## config.mk

```make
export PLATFORM = sky130hd
export DESIGN_NAME = proc_stim_engine
export DESIGN_NICKNAME = d
export VERILOG_FILES = /design/src/rtl/proc_stim_pkg.sv /design/src/rtl/proc_stim_lfsr32.sv /design/src/rtl/proc_stim_engine.sv
export SDC_FILE = /design/constraint.sdc
export NUM_CORES = 1
export LEC_CHECK = 0
export CAP_MARGIN = 20
export CORE_MARGIN = 3
export CORE_UTILIZATION = 35
export CTS_CLUSTER_SIZE = 14
export DETAILED_ROUTE_END_ITERATION = 12
export MAX_ROUTING_LAYER = met4
export PLACE_DENSITY = 0.65
export SYNTH_ARGS = -nofsm -noshare
export SYNTH_HDL_FRONTEND = slang
export SYNTH_SLANG_ARGS = --single-unit
```

## constraint.sdc

```tcl
create_clock -name clk -period 2.4 [get_ports clk]
set_input_delay 0.36 -clock clk [delete_from_list [all_inputs] [get_ports clk]]
set_output_delay 0.36 -clock clk [all_outputs]
set_load 0.1 [all_outputs]
```

## src/rtl/proc_stim_pkg.sv

```systemverilog
// proc_stim_pkg: shared state encodings, LFSR taps and MISR helpers for the processor stimulus engine
package proc_stim_pkg;
    typedef enum logic [1:0] {
        IDLE  = 2'd0,
        RST   = 2'd1,
        DRIVE = 2'd2,
        DONE  = 2'd3
    } state_t;

    localparam logic [31:0] LFSR_TAPS = 32'h80200003;
    localparam int MISR_T3 = 31;
    localparam int MISR_T2 = 21;
    localparam int MISR_T1 = 1;
    localparam int MISR_T0 = 0;

    function automatic logic [31:0] lfsr_step(input logic [31:0] s);
        return (s >> 1) ^ (s[0] ? LFSR_TAPS : 32'h0);
    endfunction

    function automatic logic [31:0] rotl32(input logic [31:0] v, input int unsigned n);
        return (v << n) | (v >> (32 - n));
    endfunction

    function automatic logic [31:0] misr_step(input logic [31:0] s, input logic [31:0] f);
        return {s[30:0], s[MISR_T3] ^ s[MISR_T2] ^ s[MISR_T1] ^ s[MISR_T0]} ^ f;
    endfunction
endpackage

```

## src/rtl/proc_stim_lfsr32.sv

```systemverilog
// proc_stim_lfsr32: 32-bit Galois LFSR with seed reload and advance enable
module proc_stim_lfsr32
    import proc_stim_pkg::*;
#(
    parameter logic [31:0] SEED = 32'h1
) (
    input  logic        clk,
    input  logic        reset,
    input  logic        load,
    input  logic        adv,
    output logic [31:0] value
);
    localparam logic [31:0] SEED_EFF = (SEED == 32'h0) ? 32'h1 : SEED;

    // Seed on reset or load, otherwise step only when asked
    always_ff @(posedge clk or negedge reset) begin
        if (!reset) value <= SEED_EFF;
        else if (load) value <= SEED_EFF;
        else if (adv) value <= lfsr_step(value);
    end
endmodule

```

## src/rtl/proc_stim_engine.sv

```systemverilog
// proc_stim_engine: sequences processor reset, drives LFSR data vectors and compacts outputs into a MISR
// Optional build macro PROC_STIM_WIDE_RANDOM_EN fills every 32-bit lane of d_in with a rotated LFSR word.
module proc_stim_engine
    import proc_stim_pkg::*;
#(
    parameter int          DATA_W       = 128,
    parameter int          ADDR_W       = 16,
    parameter int          STAT_W       = 8,
    parameter int          NUM_VECTORS  = 20,
    parameter int          HOLD_CYCLES  = 2,
    parameter int          RESET_CYCLES = 2,
    parameter int          INIT_DATA    = 10,
    parameter logic [31:0] SEED         = 32'h1
) (
    input  logic              clk,
    input  logic              reset,
    input  logic              start,
    output logic              dut_reset,
    output logic [DATA_W-1:0] d_in,
    input  logic [DATA_W-1:0] alu_out,
    input  logic [ADDR_W-1:0] address,
    input  logic              mw_en,
    input  logic [STAT_W-1:0] status,
    output logic              busy,
    output logic              done,
    output logic [15:0]       vec_count,
    output logic [15:0]       store_count,
    output logic [31:0]       signature
);
    localparam int LANES = (DATA_W + 31) / 32;
    localparam logic [DATA_W-1:0] INIT_WORD = DATA_W'(INIT_DATA);

    state_t              state, nxt;
    logic [31:0]         cnt;
    logic [31:0]         lfsr_q, lfsr_d, fold;
    logic                last, final_vec, start_acc, adv;
    logic                busy_d, done_d, dut_reset_d;
    logic [DATA_W-1:0]   d_in_d;
    logic [LANES*32-1:0] word_pad, alu_pad;

    assign last      = (state == RST) ? (cnt == 32'(RESET_CYCLES - 1)) : (cnt == 32'(HOLD_CYCLES - 1));
    assign final_vec = vec_count == 16'(NUM_VECTORS);
    assign start_acc = start && (state == IDLE || state == DONE);
    assign adv       = last && (state == RST || (state == DRIVE && !final_vec));
    assign lfsr_d    = lfsr_step(lfsr_q);

    proc_stim_lfsr32 #(.SEED(SEED)) u_lfsr (
        .clk   (clk),
        .reset (reset),
        .load  (start_acc),
        .adv   (adv),
        .value (lfsr_q)
    );

    // Build the next data word from the upcoming LFSR value
    always_comb begin
        word_pad = '0;
`ifdef PROC_STIM_WIDE_RANDOM_EN
        for (int k = 0; k < LANES; k++) word_pad[32*k +: 32] = rotl32(lfsr_d, 32'((7 * k) % 32));
`else
        word_pad[31:0] = lfsr_d;
`endif
    end

    // Fold all ALU lanes, shifted address and status into one 32-bit MISR input
    always_comb begin
        alu_pad = '0;
        alu_pad[DATA_W-1:0] = alu_out;
        fold = (32'(address) << 8) ^ 32'(status);
        for (int k = 0; k < LANES; k++) fold = fold ^ alu_pad[32*k +: 32];
    end

    // FSM state register
    always_ff @(posedge clk or negedge reset) begin
        if (!reset) state <= IDLE;
        else state <= nxt;
    end

    // FSM next state: start from IDLE/DONE, leave RST and DRIVE on their final count
    always_comb begin
        nxt = start_acc                            ? RST   :
              (state == RST && last)               ? DRIVE :
              (state == DRIVE && last && final_vec) ? DONE  : state;
    end

    // Next values of the registered outputs, decoded from the upcoming state
    always_comb begin
        busy_d      = nxt == RST || nxt == DRIVE;
        done_d      = nxt == DONE;
        dut_reset_d = nxt == IDLE || nxt == RST;
        d_in_d      = adv ? word_pad[DATA_W-1:0] : start_acc ? INIT_WORD : d_in;
    end

    // Registered outputs, phase counter, vector/store counters and MISR
    always_ff @(posedge clk or negedge reset) begin
        if (!reset) begin
            busy        <= 1'b0;
            done        <= 1'b0;
            dut_reset   <= 1'b1;
            d_in        <= INIT_WORD;
            cnt         <= '0;
            vec_count   <= '0;
            store_count <= '0;
            signature   <= '0;
        end else begin
            busy        <= busy_d;
            done        <= done_d;
            dut_reset   <= dut_reset_d;
            d_in        <= d_in_d;
            cnt         <= (start_acc || last) ? '0 : (state == RST || state == DRIVE) ? cnt + 32'd1 : cnt;
            vec_count   <= start_acc ? '0 : adv ? vec_count + 16'd1 : vec_count;
            store_count <= start_acc ? '0 :
                           (state == DRIVE && mw_en && store_count != 16'hFFFF) ? store_count + 16'd1 : store_count;
            signature   <= start_acc ? '0 : (state == DRIVE) ? misr_step(signature, fold) : signature;
        end
    end
endmodule

```

==> impl.org, run 1 <==
** Clock tree
- The number of clock buffers added by TritonCTS is 17.
- Clk pin slew, worst setup/hold paths :: 70 ps
- CTS Buffer Depth :: 2
- Clock sink count :: 165
- # resized after CTS :: 0
- CTS built an H-tree with a depth of 4.
- In this run the clock root is driven by a sky130_fd_sc_hd__clkbuf_16.
- Clock tree from TritonCTS :: built
- Post-CTS setup buffer count :: 0
- Skew-Pair Late Insertion Delay :: ~420 ps

** GRT
- Number of antenna violations at the first check in global routing :: 2
- After global routing the overflow that remains totals 0.
- All-Layer GR Usage :: 17.4%
- Global-route wire length before repair :: 39300 um
- Entering global routing, the biggest net connects 73 pins.
- The via count of the first global-routing pass was 7358.

** Synthesis
- Seq/Total Area, Yosys :: 42.8%
- The synthesized netlist devotes 8.19% of its cell area to compound gates.
- After Yosys synthesis, full adders, half adders and majority gates account for approximately 1.0% of the synthesized area.
- Ranking of synthesized cells by instance count :: sky130_fd_sc_hd__xnor2_1 (177), sky130_fd_sc_hd__dfrtp_1 (161), sky130_fd_sc_hd__nand2_1 (142)
- Number of instances in the synthesized netlist :: 1038
- sky130_fd_sc_hd__dfrtp_1 takes more of the synthesized area than any other cell.
- Leading cell type by number of instances after synthesis :: sky130_fd_sc_hd__xnor2_1
- Synthesized-area fraction occupied by xor and xnor cells :: 17.7%
- For this run, asynchronously set or reset flops after synthesis account for 100%.
- Yosys reg bits :: 165
- Ys flop type :: sky130_fd_sc_hd__dfrtp_1
- After Yosys synthesis, and, or, nand and nor cells account for 19.1% of the synthesized area.
- Of the post-synthesis cell area, the part taken by muxes is between 1 and 1.5%.
- In this run the cell area of the synthesized design comes to 9650 um2.
- Distinct cells, synth :: 54
- Yosys printed 0 warnings.
- Top post-synthesis cells by area :: sky130_fd_sc_hd__dfrtp_1 (42%), sky130_fd_sc_hd__xnor2_1 (16%), sky130_fd_sc_hd__buf_4 (7.5%)
- Average cell area after synthesis :: 9.30 um2
- The top cell type by area accounts for 41.7% of the synthesized area.
- After synthesis, the largest family of logic cells by area is simple AND/OR/NAND/NOR gates.
- Yosys mapped a number of flops with a built-in enable equal to 0.

** Finish
- Multi-input logic area :: 4950 um2
- Relative to the synthesized area, the layout overhead comes to 31.0%.
- The net count of the finished layout is 1445.
- Cells with a size suffix above 1 make up 13.5% of the layout.
- In the final layout, flip-flops and latches occupy 4140 um2.
- The layout has 2636 filler cells.

** STA
- Number of setup violations in the final report :: 0
- Setup total negative slack on the finished layout was measured at 0 ps.
- The number of endpoints with negative hold slack in the final report was 0.
- At the pin with the least slew margin, the transition time is ~600 ps.
- Between clock sinks in the finished design, the worst skew comes to 21.1 ps.
- Achievable Freq :: 0.441 GHz
- The worst path uses 94.5% of the clock period.
- Slew headroom :: 60.0%
- Unrepaired setup endpoints after global routing :: no
- The number of slew-limit violations in the final report came to 0.
- Final period demand of the worst path :: 2270 ps
- On the final layout, the worst hold slack is 417 ps.

** Floorplan
- Die H :: 172 um
- From left edge to right edge, the die measures 172 um.
- Initial core utilization :: 35.7%
- Row generation in the floorplan step produced 60 rows.
- Core area :: 27000 um2
- I/O pin count :: roughly 350
- The floorplan step defined a die boundary enclosing approximately 30000 um2.

** Route
- Drt initial violations :: 530
- For this block, the via count after detailed routing is 7788.
- For this run, design rule violations remaining after detail routing come to 0.
- Routed wire length :: 25600 um
- Drt first pass iters :: 4
- In the routed layout, each cell is associated on average with a via count of between 4 and 5.
- Post-route ant nets :: 0
- After detailed routing, the average wire length per cell comes to 15.6 um.

** Setup path
- STA puts the critical path data required time at 2740 ps.
- The slowest stage of the critical path is the sky130_fd_sc_hd__a41oi_1 cell.
- Worst reg2reg setup slack :: approximately 130 ps
- The endpoint identified for the worst register-to-register timing path is vec_count[15].
- The critical path in this run is classified as reg -> reg.
- Critical Path Sink :: vec_count[15]
- Arrival time worst endpoint :: 2610 ps
- Crit. Startpoint :: vec_count[0]
- For this run, the slowest stage of the critical path takes 500 ps.
- Cell-by-cell trace of the critical path :: inv_1, ha_1, nor4b_1, a41oi_1, nand4_4, nor4_1, mux2i_1
- In this run the worst path has a maximum fanout of 13.
- Category of the worst setup path launch point :: flop
- The startpoint identified for the worst register-to-register timing path is vec_count[0].
- STA classifies the critical path endpoint as a flop.
- Worst Reg2Reg Path Length in Cells :: 7

** Run status
- The run finished with clean final reports.

** Min path
- Hold crit path type :: in -> async

** Placement
- In this run the tool buffered the top-level ports with 254 buffer cells.
- Detailed placement ended at an HPWL of 19300 um.
- Final weighted congestion in routability-driven placement :: ~0.84

** Pwr
- Worst ir drop on vdd :: 0.511 mV
- Overall power after layout :: 13.0 mW
- Leakage :: 5.54 nW
- Power spread over the standard cell area amounts to 1020 nW/um2.

** Run
- Across the run, the number of max-cap violations was 0.
timing repair:
item	CTS	global route
endpoints found under the hold margin	37	0
hold buffers	1	0
setup endpoints to repair	0	5
cell usage in the layout (no fill, tap or decap), drive strengths merged, types with 12 or more instances in the layout:
cell type and count:
clkbuf 19, a211oi 28, nand4 15, nand3 49, xor2 18, and2 12
nor2 83, nor3 13, nor4 16, and4 14, inv 14, a21oi 46
buf 118, conb 96, clkdlybuf4s50 154, xnor2 177, dfrtp 161, nand2 142
worst max-delay path, delay by kind of cell (launching register included):
family	cells	cell delay, ps
AOI/OAI and AO/OA	1	500
and+or+nand+nor	3	790
adders and majority gates	1	200
buffers and inverters	1	50
muxes	1	230
DFF	1	410
cell type report:
| cell class | count | area share (%) |
|---|---|---|
| Multi-Input combinational cell | 814 | 39.1 |
| Sequential cell | 165 | 32.7 |
| Timing Repair Buffer | 273 | 19.9 |
| Clock buffer | 19 | 3.50 |
| Tap cell | 341 | 3.37 |
| Clock inverter | 13 | 0.990 |
| Inverter | 10 | 0.297 |
| Antenna cell | 2 | 0.0396 |
registers in the layout (all words and copies together), names as in the netlist:
signal / cells
done: 1
state: 2
u_lfsr.value: 32
store_count: 16
signature: 32
d_in: 32
vec_count: 16
cnt: 32
busy: 1
dut_reset: 1
through the flow:
step | instances | utilization (%) | cell area [um2] | worst slack (ps)
final | 1637 | 46.8 | 12600 | 133
after global routing | 1637 | 46.8 | 12600 | 1.04
after CTS | 1634 | 46.7 | 12600 | 145
after detailed placement | 1601 | 44.6 | 12000 | 153
after global placement | 1601 | 44.6 | 12000 | 241
after floorplan | 1133 | - | 10000 | 32.1
where the power goes:
part	switching (mW)	leakage (nW)	total [mW]	internal [mW]
Combinational	4.92	3.02	6.72	1.80
Clock	1.19	0.275	2.66	1.47
Sequential	0.376	2.24	3.58	3.20
per-layer routing:
layer  GRT usage, %  vias to the layer above  routed length [um]  part of all wire, %
met5              -                        -                   0                    0
li1               -                     3811                   -                    -
met1           20.9                     3686               10400                   41
met3           2.95                       22                1240                  4.9
met2           29.9                      269               13600                   53
met4           5.87                        0                 407                  1.6
logic make-up (layout without fill, tap and decap cells):
family          Yosys count  in the layout
simple gates            382            383
xor+xnor                195            195
flops                   165            165
buf+inv                 155            315
compound gates          120            120
mux                      12             12
fa+ha+maj                 8              8
other cells               1             98
worst min path at each step:
stage,to,start
CTS,store_count[0],reset
floorplan,busy,reset
global placement,store_count[0],reset
global route,store_count[0],reset
detailed placement,store_count[0],reset
finish,store_count[0],reset
Power figures use the tool's default switching activity.
==> inputs of run 2 (changes only) <==
--- a/config.mk
+++ b/config.mk
@@ -5,13 +5,13 @@
 export SDC_FILE = /design/constraint.sdc
 export NUM_CORES = 1
 export LEC_CHECK = 0
+export ABC_AREA = 1
 export CAP_MARGIN = 20
 export CORE_MARGIN = 3
 export CORE_UTILIZATION = 35
 export CTS_CLUSTER_SIZE = 14
 export DETAILED_ROUTE_END_ITERATION = 12
 export MAX_ROUTING_LAYER = met4
-export PLACE_DENSITY = 0.65
 export SYNTH_ARGS = -nofsm -noshare
 export SYNTH_HDL_FRONTEND = slang
 export SYNTH_SLANG_ARGS = --single-unit
==> impl.org, run 2 <==
** GRT
- The wire length of the first global-routing pass came to 49600 um (was 39300 um).
- The highest-utilization routing layer at the global route stage is met2 (unchanged).
- Fraction of met1 tracks used by global routing :: 23.3% (was 20.9%)
- Residual overflow from global routing :: 0 (unchanged)
- Number of antenna violations at the first check in global routing :: 0 (was 2)
- GR met3 Demand/Resource :: 3.61% (was 2.95%)
- The overall global routing resource usage is 18.8% (was 17.4%).
- GR met2 Demand/Resource :: 31.6% (was 29.9%)
- The maximum number of pins on one net before global-route repair came to 77 (was 73).
- The via count of the first global-routing pass is 9415 (was 7358).

** Clock tree
- The CTS tree is built (unchanged).
- The clock insertion delay at the later pin of the skew report is 440 ps (was 420 ps).
- Deepest level of the CTS H-tree :: 4 (unchanged)
- The post-CTS setup buffer count is 0 (unchanged).
- Clock sink count :: 165 (unchanged)
- The number of clock buffers inserted by TritonCTS was 17 (unchanged).
- CTS Buffer Depth :: 2 (unchanged)
- Clk pin slew, worst setup/hold paths :: 90 ps (was 70 ps)
- Clock root buffer :: sky130_fd_sc_hd__clkbuf_16 (unchanged)

** Synthesis
- The library cell with the highest instance count after synthesis was sky130_fd_sc_hd__nand2_1 (was sky130_fd_sc_hd__xnor2_1).
- Ranking of synthesized cells by instance count: sky130_fd_sc_hd__nand2_1 (430), sky130_fd_sc_hd__nor2_1 (166), sky130_fd_sc_hd__nand3_1 (163) (was sky130_fd_sc_hd__xnor2_1 (177), sky130_fd_sc_hd__dfrtp_1 (161), sky130_fd_sc_hd__nand2_1 (142)).
- The top-area cell type share of the netlist area is 37.1% (was 41.7%).
- Netlist Area Pre-Place :: 10800 um2 (was 9650 um2)
- The number of synthesized register bits came to 165 (unchanged).
- The async set-or-reset flop fraction in the synthesized netlist is 100% (unchanged).
- The count of synthesis-stage warnings from yosys was 0 (unchanged).
- Distinct cells, synth :: 35 (was 54)
- The number of standard cells after synthesis came to 1460 (was 1038).
- The cell type with the largest total area after synthesis is sky130_fd_sc_hd__dfrtp_1 (unchanged).
- Seq/Total Area, Yosys :: 38.1% (was 42.8%)
- Ys flop type :: sky130_fd_sc_hd__dfrtp_1 (unchanged)
- The per-instance average area after synthesis came to 7.43 um2 (was 9.30 um2).
- Top post-synthesis cells by area :: sky130_fd_sc_hd__dfrtp_1 (37%), sky130_fd_sc_hd__nand2_1 (15%), sky130_fd_sc_hd__nand3_1 (7.5%) (was sky130_fd_sc_hd__dfrtp_1 (42%), sky130_fd_sc_hd__xnor2_1 (16%), sky130_fd_sc_hd__buf_4 (7.5%))
- Number of synthesized flops with an enable pin :: 0 (unchanged)

** Setup path
- The timing startpoint of the critical path is cnt[0] (was vec_count[0]).
- The launch point of the worst reg-to-reg path is cnt[0] (was vec_count[0]).
- Delay-heaviest family, CP :: simple AND/OR/NAND/NOR gates (unchanged)
- Buffers and inverters on the worst path :: 1 (unchanged)
- Biggest cell delay along the critical path :: 480 ps (was 500 ps)
- Kind of end point of the critical path :: flop (unchanged)
- Maximum fanout count along the critical path :: 7 (was 13)
- Arrival time worst endpoint :: 2420 ps (was 2610 ps)
- Cell-by-cell trace of the critical path :: ha_1, inv_1, nor2_1, nand2_1, nor2_1, nand2_1, nor2_4, nand2_1, nand2_1, nor2_1, nor2_1, ha_1 (was inv_1, ha_1, nor4b_1, a41oi_1, nand4_4, nor4_1, mux2i_1)
- Category of the worst setup path launch point :: flop (unchanged)
- The start-to-end type of the worst setup path is reg -> reg (unchanged).
- Required time of the worst setup path :: 2710 ps (was 2740 ps)
- The slowest cell on the critical path is sky130_fd_sc_hd__dfrtp_1 (was sky130_fd_sc_hd__a41oi_1).

** Floorplan
- The number of rows in the core area was 63 (was 60).
- The starting utilization of the core area was 36.0% (was 35.7%).
- The number of ports placed on the die boundary was 351 (unchanged).
- Core area :: 30100 um2 (was 27000 um2)
- The die area came to 33100 um2 (was 29600 um2).
- Die H :: 182 um (was 172 um)
- The die boundary width is 182 um (was 172 um).

** Placement
- HPWL after detailed placement :: 23300 um (was 19300 um)
- Count of buffers inserted at the top-level ports :: 254 (unchanged)
- Area post-placement :: 13200 um2 (was 12000 um2)
- The pre-CTS worst setup slack came to 264 ps (was 153 ps).
- Final weighted congestion in routability-driven placement :: 0.959 (was 0.835)

** Run status
- Result of the run :: finished, final reports clean (unchanged)

** Route
- Number of DRC violations after detailed routing :: 0 (unchanged)
- The residual antenna-violating net count after detailed routing came to 0 (unchanged).
- DR WL/cell :: 14.7 um (was 15.6 um)
- The total via count in the routed design is 9921 (was 7788).
- Drt first pass iters :: 5 (was 4)
- Drt initial violations :: 670 (was 530)
- The via density per instance is 4.71 (was 4.76).
- Routed wire length :: 31000 um (was 25600 um)

** STA
- The number of endpoints with negative hold slack in the final report is 0 (unchanged).
- Slew headroom :: 58.8% (was 60.0%)
- The number of slew-limit violations in the final report was 0 (unchanged).
- The total of endpoints with negative setup slack in the final report came to 0 (unchanged).
- The pin slew with the least headroom to its limit was 614 ps (was 600 ps).
- Achievable Freq :: 0.474 GHz (was 0.441 GHz)
- Post-route worst hold slack :: 419 ps (was 417 ps)
- The final period utilization is 87.8% (was 94.5%).
- Final period demand of the worst path :: 2110 ps (was 2270 ps)
- Unrepaired setup endpoints after global routing :: no (unchanged)
- Setup total negative slack :: 0 ps (unchanged)
- Final setup skew :: 18.8 ps (was 21.1 ps)
- The worst-case setup margin in the final layout is 292 ps (was 133 ps).

** Pwr
- The static leakage power came to 6.71 nW (was 5.54 nW).
- Overall power after layout :: 15.0 mW (was 13.0 mW)
- Pwr per Cell Area :: 1080 nW/um2 (was 1020 nW/um2)
- The worst-case vdd ir drop is 0.864 mV (was 0.511 mV).

** Finish
- The signed area change from the synthesized netlist to the final layout was 27.7% (was 31.0%).
- The final antenna diode count came to 0 (was 2).
- Most common cell after layout, fill and taps aside :: sky130_fd_sc_hd__nand2_1 (was sky130_fd_sc_hd__xnor2_1)
- Most used cells in the layout excluding fill and tap cells :: sky130_fd_sc_hd__nand2_1 (430), sky130_fd_sc_hd__nor2_1 (165), sky130_fd_sc_hd__nand3_1 (163) (was sky130_fd_sc_hd__xnor2_1 (177), sky130_fd_sc_hd__dfrtp_1 (156), sky130_fd_sc_hd__clkdlybuf4s50_1 (154))
- The number of fill cells in the layout was 3025 (was 2636).
- Net count, final :: 1866 (was 1445)
- The post-route cell area was 13900 um2 (was 12600 um2).
- The ratio of cells with drive above 1 in the final layout is 11.0% (was 13.5%).

** Min path
- The type of the worst min-delay path is in -> async (unchanged).

** Run
- Max capacitance violation total :: 0 (unchanged)
-- run 2: changes by cell type in the layout (fill, tap and decap cells not counted), sizes merged, moves of 16 or more --
cell,delta
a211oi,-28
a21oi,-34
inv,+60
nand2,+293
nand3,+114
nand4,+38
nor2,+95
nor4,-16
o21ai,+46
xnor2,-113
xor2,+60
-- run 2: worst reg2reg max path, cell delays in order (launching register included) --
cell and delay [ps]:
sky130_fd_sc_hd__dfrtp_1 480, sky130_fd_sc_hd__ha_1 240, sky130_fd_sc_hd__inv_1 50, sky130_fd_sc_hd__nor2_1 80, sky130_fd_sc_hd__nand2_1 50, sky130_fd_sc_hd__nor2_1 80
sky130_fd_sc_hd__nand2_1 110, sky130_fd_sc_hd__nor2_4 210, sky130_fd_sc_hd__nand2_1 120, sky130_fd_sc_hd__nand2_1 90, sky130_fd_sc_hd__nor2_1 50, sky130_fd_sc_hd__nor2_1 170
sky130_fd_sc_hd__ha_1 270
-- run 2: timing repair --
action / CTS / global route
hold buffers: 1 / 0
hold endpoints to repair: 43 / 0
endpoints found under the setup margin: 0 / 0
gates resized for setup: 0 / 0
-- run 2: per-layer routing --
metal,wire (um),vias to the layer above
met3,1710,36
met5,0,-
met2,15600,296
met4,512,0
met1,13200,4607
li1,-,4982
-- run 2: where the power goes --
part           switching, mW  internal (mW)
clock                   1.38           1.52
sequential             0.531           3.26
combinational           6.37           1.91
total                   8.28           6.70
-- run 2: logic make-up after synthesis --
family | Yosys count | synth area share, %
DFF | 165 | 38.1
and+or+nand+nor | 857 | 34.3
xor gates and xnor gates | 142 | 11.5
adders and majority gates | 8 | 0.923
buffers and inverters | 214 | 11.5
AOI/OAI and AO/OA | 73 | 3.61
other | 1 | 0.0346
-- run 2: final cells by class --
class | count | area [um2] | area share [%]
Clock buffer | 17 | 425 | 3.07
Clock inverter | 15 | 205 | 1.48
Inverter | 67 | 256 | 1.85
Multi-Input combinational cell | 1176 | 5830 | 42.1
Sequential cell | 165 | 4130 | 29.8
Tap cell | 390 | 488 | 3.52
Timing Repair Buffer | 275 | 2520 | 18.2
-- run 2: path summary, 6_finish.rpt --
| path | end | cells past startpoint | slack, ps |
|---|---|---|---|
| max reg2reg | busy | 12 | 290 |
| min | d_in[12] | 2 | 420 |
| max in group asynchronous | u_lfsr.value[0] | 3 | 1260 |
| min in group clk | d_in[1] | 2 | 490 |
| max | busy | 12 | 290 |
| min reg2reg | d_in[1] | 2 | 490 |
-- run 2: stage by stage --
stage               util, %  cells
CTS                    46.0   2105
floorplan                 -   1555
detailed placement     43.9   2072
global route           46.0   2105
finish                 46.0   2105
global placement       43.9   2072
==> inputs of run 3 (changes only) <==
--- a/config.mk
+++ b/config.mk
@@ -6,12 +6,11 @@
 export NUM_CORES = 1
 export LEC_CHECK = 0
 export ABC_AREA = 1
-export CAP_MARGIN = 20
+export CAP_MARGIN = 25
 export CORE_MARGIN = 3
 export CORE_UTILIZATION = 35
 export CTS_CLUSTER_SIZE = 14
 export DETAILED_ROUTE_END_ITERATION = 12
-export MAX_ROUTING_LAYER = met4
 export SYNTH_ARGS = -nofsm -noshare
 export SYNTH_HDL_FRONTEND = slang
 export SYNTH_SLANG_ARGS = --single-unit
==> impl.org, run 3 (synthesized netlist as in run 2, its figures left out) <==
** Run status
- Result of the run: finished, final reports clean (unchanged).

** STA
- The pin slew with the least headroom to its limit is 604 ps (was 614 ps).
- Number of max-slew violations in the final report :: 0 (unchanged)
- Unrepaired setup endpoints after global routing: no (unchanged).
- Endpoints failing hold :: 0 (unchanged)
- The final period utilization was 86.0% (was 87.8%).
- Final period demand of the worst path :: 2060 ps (was 2110 ps)
- The relative slew slack came to 59.4% (was 58.8%).
- Number of setup violations in the final report :: 0 (unchanged)
- Achievable Freq :: 0.484 GHz (was 0.474 GHz)
- Final setup skew :: 16.9 ps (was 18.8 ps)
- Setup total negative slack :: 0 ps (unchanged)
- Post-route worst hold slack :: 446 ps (was 419 ps)

** Min path
- Hold crit path type :: in -> async (unchanged)

** Clock tree
- The largest buffer count on any clock path is 2 (unchanged).
- Clock sink count :: 165 (unchanged)
- Clock root buffer :: sky130_fd_sc_hd__clkbuf_16 (unchanged)
- The clock-pin transition on the worst setup and hold timing paths came to 80 ps (was 90 ps).
- The post-CTS setup buffer count was 0 (unchanged).
- The number of clock buffers inserted by TritonCTS was 17 (unchanged).
- The clock insertion delay at the later pin of the skew report is 440 ps (about the same).
- The CTS tree was built (unchanged).
- Deepest level of the CTS H-tree :: 4 (unchanged)

** Setup path
- Worst Reg2Reg Path Length in Cells :: 11 (was 12)
- Cell-by-cell trace of the critical path: inv_1, ha_1, nand3_1, nor2_1, nand2_1, nand2_1, nand2_4, nand2_4, nand2_4, nand2_1, nand2_1 (was ha_1, inv_1, nor2_1, nand2_1, nor2_1, nand2_1, nor2_4, nand2_1, nand2_1, nor2_1, nor2_1, ha_1).
- The buffers plus inverters on the worst setup path came to 1 (unchanged).
- The start-to-end type of the worst setup path is reg -> reg (unchanged).
- The worst setup slack for register-to-register paths was 340 ps (was 290 ps).
- The worst path required time came to 2720 ps (was 2710 ps).
- Counting stages on the worst path, the most repeated cell is sky130_fd_sc_hd__nand2_1.
- Biggest cell delay along the critical path :: 470 ps (was 480 ps)
- The endpoint of the most critical register-to-register path is vec_count[13] (was busy).
- Critical register-to-register path startpoint :: vec_count[0] (was cnt[0])
- Maximum fanout count along the critical path :: 34 (was 7)
- The type of element launching the critical path is a flop (unchanged).
- The slowest cell on the critical path is sky130_fd_sc_hd__dfrtp_1 (unchanged).
- The arrival time reported for the critical path endpoint is 2380 ps (was 2420 ps).
- The type of destination of the critical path is a flop (unchanged).
- Delay-heaviest family, CP :: simple AND/OR/NAND/NOR gates (unchanged)

** Floorplan
- I/O pin count :: 351 (unchanged)
- Width of the die :: 182 um (unchanged)
- Core area :: 30100 um2 (unchanged)
- The die area was 33100 um2 (unchanged).
- The floorplan die height is 182 um (unchanged).
- Std-Cell Rows :: 63 (unchanged)
- Initial core utilization :: 36.0% (unchanged)

** Finish
- The utilization after layout is 45.9% (was 46.0%).
- The leading cell type in the layout, fill and taps excluded is sky130_fd_sc_hd__nand2_1 (unchanged).
- The final layout net count is 1865 (was 1866).
- Post-Layout Inst Area :: 13800 um2 (was 13900 um2)
- Ratio of cells with drive above 1 in the final layout :: 11.0% (about the same)
- Most used cells in the layout excluding fill and tap cells :: sky130_fd_sc_hd__nand2_1 (430), sky130_fd_sc_hd__nor2_1 (165), sky130_fd_sc_hd__nand3_1 (163) (unchanged)
- Area added between synthesis and finish :: 27.4% (was 27.7%)
- The number of fill cells in the layout was 3064 (was 3025).
- Diodes inserted :: 0 (unchanged)
- The multi-input logic area is 5830 um2 (unchanged).
- Storage cell area :: 4130 um2 (unchanged)

** Route
- Wl on met1 :: 13300 um (was 13200 um)
- The highest metal layer with signal wires is met4 (unchanged).
- Drt initial violations :: 644 (was 670)
- Routed wire length :: 31000 um (about the same)
- The wire length on met3 came to 1840 um (was 1710 um).
- The wire length on met2 is 15400 um (was 15600 um).
- DR WL/cell :: 14.7 um (about the same)
- Vias per cell :: 4.70 (was 4.71)
- The total via count in the routed design is 9892 (was 9921).
- Drt first pass iters :: 8 (was 5)
- Post-route ant nets :: 0 (unchanged)
- Number of DRC violations after detailed routing :: 0 (unchanged)

** GRT
- The via count of the first global-routing pass came to 9347 (was 9415).
- All-Layer GR Usage :: 18.2% (was 18.8%)
- Residual overflow from global routing :: 0 (unchanged)
- The maximum number of pins on one net before global-route repair came to 108 (was 77).
- Number of antenna violations at the first check in global routing :: 0 (unchanged)
- Global-route wire length before repair :: 49700 um (was 49600 um)

** Placement
- The placed wire-length estimate was 23300 um (about the same).
- The post-place instance area came to 13200 um2 (about the same).
- The global placer's final weighted congestion was 0.906 (was 0.959).
- The number of port buffers came to 254 (unchanged).

** Pwr
- The power per standard cell area is 1070 nW/um2 (was 1080 nW/um2).
- The static leakage power came to 6.69 nW (was 6.71 nW).
- Worst ir drop on vdd :: 0.704 mV (was 0.864 mV)

** Run
- The count of max-cap constraint violations was 0 (unchanged).
[run 3: what timing repair did]
item / CTS / global route
resized for setup: 0 / 0
hold endpoints to repair: 50 / 0
hold buffers: 1 / 0
[run 3: final cells by class]
| class | count | share of cell area [%] |
|---|---|---|
| multi-input combinational | 1176 | 42.1 |
| sequential | 165 | 29.9 |
| timing repair buffer | 274 | 18.2 |
| tap | 390 | 3.53 |
| clock buffer | 17 | 3.08 |
| inverter | 67 | 1.86 |
| clock inverter | 15 | 1.34 |
[run 3: where the power goes]
group	internal (mW)	total [mW]	switching, mW
clock network	1.42	2.79	1.37
registers	3.26	3.79	0.528
logic	1.90	8.27	6.36
[run 3: how the worst max path moves through the flow]
stage | start | cells after the start | endpoint
2_1_floorplan | store_count[1] | 10 | store_count[9]
3_3_place_gp | start | 7 | cnt[11]
3_5_place_dp | vec_count[0] | 11 | u_lfsr.value[1]
4_1_cts | vec_count[0] | 11 | vec_count[13]
5_1_grt | cnt[1] | 13 | busy
6_report | vec_count[0] | 11 | vec_count[13]
[run 3: worst register-to-register path: stages (launching register included)]
cell and delay [ps]:
sky130_fd_sc_hd__dfrtp_1 470, sky130_fd_sc_hd__inv_1 110, sky130_fd_sc_hd__ha_1 190, sky130_fd_sc_hd__nand3_1 90, sky130_fd_sc_hd__nor2_1 110, sky130_fd_sc_hd__nand2_1 60
sky130_fd_sc_hd__nand2_1 90, sky130_fd_sc_hd__nand2_4 60, sky130_fd_sc_hd__nand2_4 350, sky130_fd_sc_hd__nand2_4 240, sky130_fd_sc_hd__nand2_1 130, sky130_fd_sc_hd__nand2_1 50
[run 3: through the flow]
stage / total power [mW] / cells / setup WS (ps)
2_1_floorplan: 10.2 / 1555 / 62.1
3_3_place_gp: 12.1 / 2071 / 402
3_5_place_dp: 12.2 / 2071 / 341
4_1_cts: 15.0 / 2104 / 329
5_1_grt: 15.7 / 2104 / 160
6_report: 14.9 / 2104 / 336
[run 3: layer usage]
layer	track usage [%]	up-vias
met5	0	-
met3	3.39	31
li1	-	4963
met1	23.7	4589
met2	31.4	309
met4	4.39	0
